<file path="config.mk">
export PLATFORM = sky130hd
export DESIGN_NAME = onchip_mem_arbiter
export DESIGN_NICKNAME = d
export VERILOG_FILES = /design/src/rtl/onchip_mem_pkg.sv /design/src/rtl/onchip_mem_arbiter_rd_tag_pipe.sv /design/src/rtl/onchip_mem_arbiter.sv
export SDC_FILE = /design/constraint.sdc
export NUM_CORES = 1
export LEC_CHECK = 0
export BUFFER_PORTS_ARGS = -buffer_cell sky130_fd_sc_hd__buf_2
export CORE_AREA = 10 10 555 557
export CTS_CLUSTER_SIZE = 8
export DETAILED_ROUTE_END_ITERATION = 16
export DIE_AREA = 0 0 565 567
export GPL_ROUTABILITY_DRIVEN = 0
export PLACE_DENSITY = 0.3
export SYNTH_ARGS = -nofsm -noshare
export SYNTH_HDL_FRONTEND = slang
export SYNTH_HIERARCHICAL = 1
export SYNTH_SLANG_ARGS = --single-unit
</file>
<file path="constraint.sdc">
create_clock -name mem_clk -period 3.7 [get_ports mem_clk]
set_clock_uncertainty 0.2 [all_clocks]
set_input_delay 0.74 -clock mem_clk [delete_from_list [all_inputs] [get_ports mem_clk]]
set_output_delay 0.74 -clock mem_clk [all_outputs]
set_load 0.01 [all_outputs]
</file>
<file path="src/rtl/onchip_mem_pkg.sv">
// rtl/onchip_mem_pkg.sv - shared types and constants for the on-chip memory arbiter
package onchip_mem_pkg;

  localparam int DEF_ADDR_W     = 13;
  localparam int DEF_DATA_W     = 256;
  localparam int DEF_RD_LATENCY = 2;
  localparam int DEF_MAX_BURST  = 16;

  // Requester identifiers carried in the read-return tags
  localparam logic REQ_C = 1'b0;
  localparam logic REQ_U = 1'b1;

  typedef enum logic [1:0] {
    IDLE  = 2'd0,
    GNT_C = 2'd1,
    GNT_U = 2'd2
  } arb_state_t;

  typedef struct packed {
    logic valid;
    logic id;
  } rd_tag_t;

  // Grant state that serves the given requester
  function automatic arb_state_t gnt_state(input logic id);
    return (id == REQ_U) ? GNT_U : GNT_C;
  endfunction

endpackage

</file>
<file path="src/rtl/onchip_mem_arbiter_rd_tag_pipe.sv">
// rtl/onchip_mem_arbiter_rd_tag_pipe.sv - fixed-depth shift register of read-return tags
module rd_tag_pipe
  import onchip_mem_pkg::*;
#(
  parameter int DEPTH = DEF_RD_LATENCY + 1
) (
  input  logic    clk,
  input  logic    rst_n,
  input  rd_tag_t tag_in,
  output rd_tag_t tag_out
);

  rd_tag_t pipe [DEPTH];

  // Shift one tag per cycle; reset invalidates every in-flight read
  always_ff @(posedge clk or negedge rst_n) begin
    if (!rst_n) begin
      for (int i = 0; i < DEPTH; i++) begin
        pipe[i] <= '0;
      end
    end else begin
      pipe[0] <= tag_in;
      for (int i = 1; i < DEPTH; i++) begin
        pipe[i] <= pipe[i-1];
      end
    end
  end

  assign tag_out = pipe[DEPTH-1];

endmodule

</file>
<file path="src/rtl/onchip_mem_arbiter.sv">
// rtl/onchip_mem_arbiter.sv - round-robin arbiter for the shared on-chip memory port
module onchip_mem_arbiter
  import onchip_mem_pkg::*;
#(
  parameter int ADDR_W     = DEF_ADDR_W,
  parameter int DATA_W     = DEF_DATA_W,
  parameter int RD_LATENCY = DEF_RD_LATENCY,
  parameter int MAX_BURST  = DEF_MAX_BURST
) (
  input  logic                mem_clk,
  input  logic                mem_rst_n,
  input  logic                c_req,
  input  logic                c_write,
  input  logic [ADDR_W-1:0]   c_addr,
  input  logic [DATA_W-1:0]   c_wdata,
  input  logic [DATA_W/8-1:0] c_be,
  output logic                c_gnt,
  output logic                c_rdata_valid,
  input  logic                u_req,
  input  logic                u_write,
  input  logic [ADDR_W-1:0]   u_addr,
  input  logic [DATA_W-1:0]   u_wdata,
  input  logic [DATA_W/8-1:0] u_be,
  output logic                u_gnt,
  output logic                u_rdata_valid,
  output logic [DATA_W-1:0]   rdata,
  output logic                mem_chip_select,
  output logic                mem_clk_ena,
  output logic [ADDR_W-1:0]   mem_addr,
  output logic [DATA_W/8-1:0] mem_byte_enable,
  output logic [DATA_W-1:0]   mem_write_data,
  output logic                mem_write,
  input  logic [DATA_W-1:0]   mem_read_data
);

  localparam logic [7:0] BURST_LAST = 8'(MAX_BURST - 1);

  arb_state_t          state;
  logic                last;
  logic [7:0]          beat_cnt;

  logic                c_acc;
  logic                u_acc;
  logic                acc;
  logic                cur_id;
  logic                cur_req;
  logic                oth_req;
  logic                burst_done;

  logic                sel_write;
  logic [ADDR_W-1:0]   sel_addr;
  logic [DATA_W/8-1:0] sel_be;
  logic [DATA_W-1:0]   sel_wdata;

  rd_tag_t             tag_in;
  rd_tag_t             tag_out;

  assign c_acc = c_req & c_gnt;
  assign u_acc = u_req & u_gnt;
  assign acc   = c_acc | u_acc;

  // In a grant state, "current" is the served requester and "other" the waiting one
  assign cur_id     = (state == GNT_U) ? REQ_U : REQ_C;
  assign cur_req    = (cur_id == REQ_U) ? u_req : c_req;
  assign oth_req    = (cur_id == REQ_U) ? c_req : u_req;
  assign burst_done = acc && (beat_cnt == BURST_LAST);

  // Arbitration state, beat counter, round-robin pointer and registered grants
  always_ff @(posedge mem_clk or negedge mem_rst_n) begin
    if (!mem_rst_n) begin
      state    <= IDLE;
      last     <= REQ_U;
      beat_cnt <= '0;
      c_gnt    <= 1'b0;
      u_gnt    <= 1'b0;
    end else begin
      case (state)
        IDLE: begin
          beat_cnt <= '0;
          if (c_req && (!u_req || last == REQ_U)) begin
            state <= GNT_C;
            c_gnt <= 1'b1;
          end else if (u_req) begin
            state <= GNT_U;
            u_gnt <= 1'b1;
          end
        end
        default: begin
          if (!cur_req) begin
            // Served side went quiet: this cycle is the handover gap
            last     <= cur_id;
            beat_cnt <= '0;
            if (oth_req) begin
              state <= gnt_state(~cur_id);
              c_gnt <= (cur_id == REQ_U);
              u_gnt <= (cur_id == REQ_C);
            end else begin
              state <= IDLE;
              c_gnt <= 1'b0;
              u_gnt <= 1'b0;
            end
          end else if (burst_done && oth_req) begin
            // Burst expiry drops through IDLE, whose round-robin picks the other side
            last     <= cur_id;
            beat_cnt <= '0;
            state    <= IDLE;
            c_gnt    <= 1'b0;
            u_gnt    <= 1'b0;
          end else if (burst_done) begin
            beat_cnt <= '0;
          end else begin
            beat_cnt <= beat_cnt + 8'd1;
          end
        end
      endcase
    end
  end

  // Select the command fields of whichever requester has a beat accepted
  always_comb begin
    sel_write = c_write;
    sel_addr  = c_addr;
    sel_be    = c_be;
    sel_wdata = c_wdata;
    if (u_acc) begin
      sel_write = u_write;
      sel_addr  = u_addr;
      sel_be    = u_be;
      sel_wdata = u_wdata;
    end
  end

  // Memory command register: strobes follow acceptance, address/data hold when idle
  always_ff @(posedge mem_clk or negedge mem_rst_n) begin
    if (!mem_rst_n) begin
      mem_chip_select <= 1'b0;
      mem_write       <= 1'b0;
      mem_clk_ena     <= 1'b0;
      mem_addr        <= '0;
      mem_byte_enable <= '0;
      mem_write_data  <= '0;
    end else begin
      mem_clk_ena     <= 1'b1;
      mem_chip_select <= acc;
      mem_write       <= acc & sel_write;
      if (acc) begin
        mem_addr        <= sel_addr;
        mem_byte_enable <= sel_be;
        mem_write_data  <= sel_wdata;
      end
    end
  end

  assign tag_in.valid = acc & ~sel_write;
  assign tag_in.id    = u_acc ? REQ_U : REQ_C;

  // One stage per cycle from acceptance to read data, so the tag meets its data
  rd_tag_pipe #(
    .DEPTH (RD_LATENCY + 1)
  ) u_rd_tag_pipe (
    .clk     (mem_clk),
    .rst_n   (mem_rst_n),
    .tag_in  (tag_in),
    .tag_out (tag_out)
  );

  assign c_rdata_valid = tag_out.valid & (tag_out.id == REQ_C);
  assign u_rdata_valid = tag_out.valid & (tag_out.id == REQ_U);
  assign rdata         = mem_read_data;

endmodule

</file>
Yosys cells after proc, flatten, opt, wreduce, memory -nomap -nowiden. Cells that the tools add are included.

Add/sub/neg operators: 1. Equal/unequal tests: 8. Mux-type cells: 31. Bitwise logic cells: 11. Reduce and logical (&&, ||, !) cells: 10.

Operators with widths (count): $mux 256 (1); $mux 32 (1); $mux 8 (4); $mux 1 (17); $mux 2 (7); $mux 13 (1); $add 8x1->8 const B (1); $eq 8x4->1 const B (1); $and 1x1->1 (6); $ne 2x2->1 const B (3); $reduce_and 2->1 (3); $not 1->1 (4); $logic_and 1x1->1 (3); $ne 3x1->1 const B (1); $ne 3x3->1 const B (1); $reduce_and 3->1 (1); $eq 2x2->1 const B (1); $logic_not 2->1 (1); $ne 2x1->1 const B (1); $logic_not 1->1 (1); $logic_or 1x1->1 (1); $or 1x1->1 (1).

Register bits: 323. Bits of input ports: 864. Output and inout port bits: 564. Logic and storage cells: 78.

Depth between registers and ports, before layout.
Word-level depth: 7. Gate-level depth with buffers: 6. Gate-level depth less buffers: 5.

Cells and area by module. The synthesis kept the hierarchy.

By module, submodules not included: onchip_mem_arbiter (instances 1, cells each 1650, area each 16445.8 um2, seq. area each 7933.9 um2); rd_tag_pipe (instances 1, cells each 8, area each 165.2 um2, seq. area each 150.1 um2).

Worst setup path before layout. OpenSTA, ideal clock, no wires.

Path type: input port to flip-flop. Start point: input u_req. End point: register c_gnt. Library setup time: 0.125 ns. Arrival: 1.740 ns. Required time: 3.375 ns. Slack: 1.636 ns. Cell stages on the path: 5. Buffers on the path: 1. Path through: a22o_1 -> buf_2 -> and3_4 -> a22oi_1 -> mux2_2.

Longest elaborated chain between the ends: 6. Elaborated cells between the ends (all ways): 15. Classes of those cells: 2 x eq/ne; 5 x mux; 2 x bitwise; 6 x reduce/logical.

RTL lines: start, declared (RTL line onchip_mem_arbiter.sv:19) `input logic u_req,`; $and 1x1->1 (RTL line onchip_mem_arbiter.sv:59) `assign u_acc = u_req & u_gnt;`; $or 1x1->1 (RTL line onchip_mem_arbiter.sv:60) `assign acc = c_acc | u_acc;`; $logic_and 1x1->1 (RTL line onchip_mem_arbiter.sv:66) `assign burst_done = acc && (beat_cnt == BURST_LAST);`; $logic_and 1x1->1 (RTL line onchip_mem_arbiter.sv:102) `end else if (burst_done && oth_req) begin`; $ne 3x1->1 (no line); $reduce_and 2->1 (no line); end signal, assigned (RTL line onchip_mem_arbiter.sv:95) `c_gnt <= (cur_id == REQ_U);`; end, declared (RTL line onchip_mem_arbiter.sv:17) `output logic c_gnt,`.

Parallel ways exist; a longest one is shown, timed or not. A chain may end at the register's enable or synchronous reset.

Worst setup path after layout.
Start point: register u_gnt. End point: output u_gnt.

RTL lines: start, declared (RTL line onchip_mem_arbiter.sv:24) `output logic u_gnt,`; start signal, assigned (RTL line onchip_mem_arbiter.sv:96) `u_gnt <= (cur_id == REQ_C);`.

No word-level cell between the ends.

==> flow_summary.ini <==
[floorplan]
die_h_um = 567
initial_core_util = 0.0561
io_pins = 1428
core-area_mm2 = 0.296
dieArea_mm2 = 0.320
dieWidth_um = 565
rows = 200

[place]
dp_hpwl_mm = 125
pre_cts_slack_ns = 0.905
port_buffers = 915

[critical_path]
crit_path_end_kind = primary output
slowest_stage = dfrtp_1
cp.required_ns = 2.76
cp_max_fo = 5
worst-path-buf-inv = 1
path_cells = buf_2
cpLargestDelayFamily = flip-flops
crit_type = flop to primary output
worstPathArrival_ns = 1.44
worstSetupStartpointType = flop
max_stage_delay_ns = 0.52

[clock_network]
clk_latency_ns = 0.69
cts.clk_slew.worst_paths_ns = 0.06
root_buffer = clkbuf_16
clk_path_buf_depth = 3
cts_tree = built
htree_levels = 2
ctsResizeCount = 0
clock-sinks = 323
cts_made_buffers = 49

[sta]
finalWorstSetupSlack_ns = 1.32
finalCriticalPeriod_ns = 2.38
setup_tns_ns = 0
setup_violations = 0
min_period_over_period = 0.644
max_freq_ghz = 0.420
final_hold_viol_count = 0
slew_headroom = 0.450
tightest_slew_ns = 0.826
slew_viol_final = 0
grt_setup_unrepaired = false

[finish]
drive_gt1_frac = 0.445
fin_util = 0.0871
num-nets-final = 3200
area_delta_synth_final_pct = 55.3

[power_and_ir_drop]
ir_drop_mv = 0.346
leakage_nw = 11.5
finalPower_mw = 14.7
powerDensity_mw_per_mm2 = 571

[routing]
via_count = 15300
final_antenna_net_count = 0
drtPass1Iterations = 5
viasPerCell = 2.43
drt-total-wl_mm = 142
drc = 0
drt_iter0_markers = 736
wire_per_inst_um = 22.5

[hold_path]
hp-class = input port to flop

[logic_synthesis]
ys_seq_area_frac = 0.487
yosys_warnings = 6
synthTopCellsByCount = 322 x dfrtp_1, 309 x nor2_1, 305 x a21oi_1, 303 x mux2i_1, 272 x buf_4
syn_area_mm2 = 0.0166
netlist_instances = 1658
async_flop_share = 1.00
synth_ff_type = dfrtp_1
synth_most_common_cell = dfrtp_1
synth-edff-count = 0
synth_cell_type_count = 37
synth_top_area_share = 0.485
synth_nets = 2523
netlist_top_cells_area = dfrtp_1 49%, mux2i_1 18%, buf_4 12%
synth.ff_latch_count = 323
synth_area_leader_cell = dfrtp_1
syn_avg_cell_area_um2 = 10.0

[global_route]
first_global_vias = 16200
grt_pass1_wl_mm = 177
grt_max_degree = 93
overflow = 0
antenna_found_initial = 135
track_usage = 0.0841

[status]
outcome = completed

[run]
drv_cap = 0
==> metrics by stage <==
step	instances	hold slack [ns]	cell area, um2
global route	6296	0.0926	25800
finish	6315	0.135	25800
CTS	6293	0.0349	25700
detailed placement	6220	0.136	24400
floorplan	1658	0.131	16600
global placement	6220	0.131	24400
==> area by class of cell <==
type	count	area (um2)
well taps	3939	4930
fillers	34900	270000
repair buffers	989	5280
diodes	22	55.1
flip-flops and latches	323	8080
multi-input cells	967	6080
inverters	5	18.8
clock buffers	64	1280
clock inverters	6	80.1
==> layer usage <==
layer  track usage  wire [um]  vias up
li1              -          -     6729
met1        0.0890      50600     6938
met2         0.121      57400     1090
met3        0.0620      24100      501
met4        0.0463       9460       86
met5             0        540        -
==> logic make-up (layout without fill, tap and decap cells) <==
logic type / Yosys count / count (layout) / share of synthesized area
buf+inv: 368 / 1064 / 0.148
simple gates: 338 / 338 / 0.0799
flops: 323 / 323 / 0.487
compound gates: 316 / 316 / 0.0969
mux: 305 / 305 / 0.184
xor+xnor: 6 / 6 / 0.00316
fa+ha+maj: 1 / 1 / 0.000753
other cells: 1 / 23 / 0.000226
==> path summary, 6_finish.rpt <==
kind	start	to	slack, ns	cells after the start
worst min-delay path	c_wdata[31]	mem_write_data[31]$_DFFE_PN0P_	0.13	3
min in group asynchronous	mem_rst_n	mem_byte_enable[26]$_DFFE_PN0P_	0.44	2
worst min register to register	u_rd_tag_pipe/pipe[2]$_DFF_PN0_	u_rd_tag_pipe/tag_out[0]$_DFF_PN0_	0.14	0
worst max-delay path	u_gnt$_DFFE_PN0P_	u_gnt	1.32	1
worst max register to register	u_gnt$_DFFE_PN0P_	mem_write_data[84]$_DFFE_PN0P_	1.39	4
max in group asynchronous	mem_rst_n	mem_write_data[135]$_DFFE_PN0P_	1.86	3
==> repair_timing <==
action                                 in CTS  in global routing
endpoints found under the hold margin      39                  0
hold buffers                                3                  0
setup buffers                               0                  0
==> power breakdown <==
group          internal, mW  switching (mW)  total (mW)
Clock                  2.40            1.92        4.32
Combinational          1.99            3.13        5.12
Sequential             4.65           0.628        5.28
Total                  9.04            5.69        14.7
==> registers in the layout, indices dropped and copies added (netlist names) <==
name	count
mem_clk_ena	1
beat_cnt	8
u_gnt	1
last	1
c_gnt	1
state	2
u_rd_tag_pipe/pipe	4
mem_byte_enable	32
mem_addr	13
mem_write	1
mem_chip_select	1
u_rd_tag_pipe/tag_out	2
mem_write_data	256
==> worst min-delay path: stages <==
cell and delay, ns:
buf_2 0.08, mux2i_1 0.05, a21oi_1 0.13
==> placed cells by master (no fill, tap or decap), types with 2 or more instances in the layout <==
| cell | instances |
|---|---|
| buf_2 | 914 |
| dfrtp_1 | 322 |
| nor2_1 | 309 |
| a21oi_1 | 305 |
| mux2i_1 | 303 |
| buf_4 | 61 |
| clkbuf_16 | 49 |
| diode_2 | 22 |
| clkbuf_1 | 15 |
| buf_12 | 10 |
| nand2_1 | 7 |
| inv_1 | 5 |
| and3_1 | 3 |
| xnor2_1 | 3 |
| nand3_1 | 3 |
| xor2_1 | 3 |
| and2_1 | 3 |
| dlygate4sd3_1 | 3 |
| nand2b_1 | 2 |
| nor2b_1 | 2 |
| nor3_1 | 2 |
| a31oi_1 | 2 |
| mux2_2 | 2 |
No activity file was read; power rests on OpenSTA's default activity.
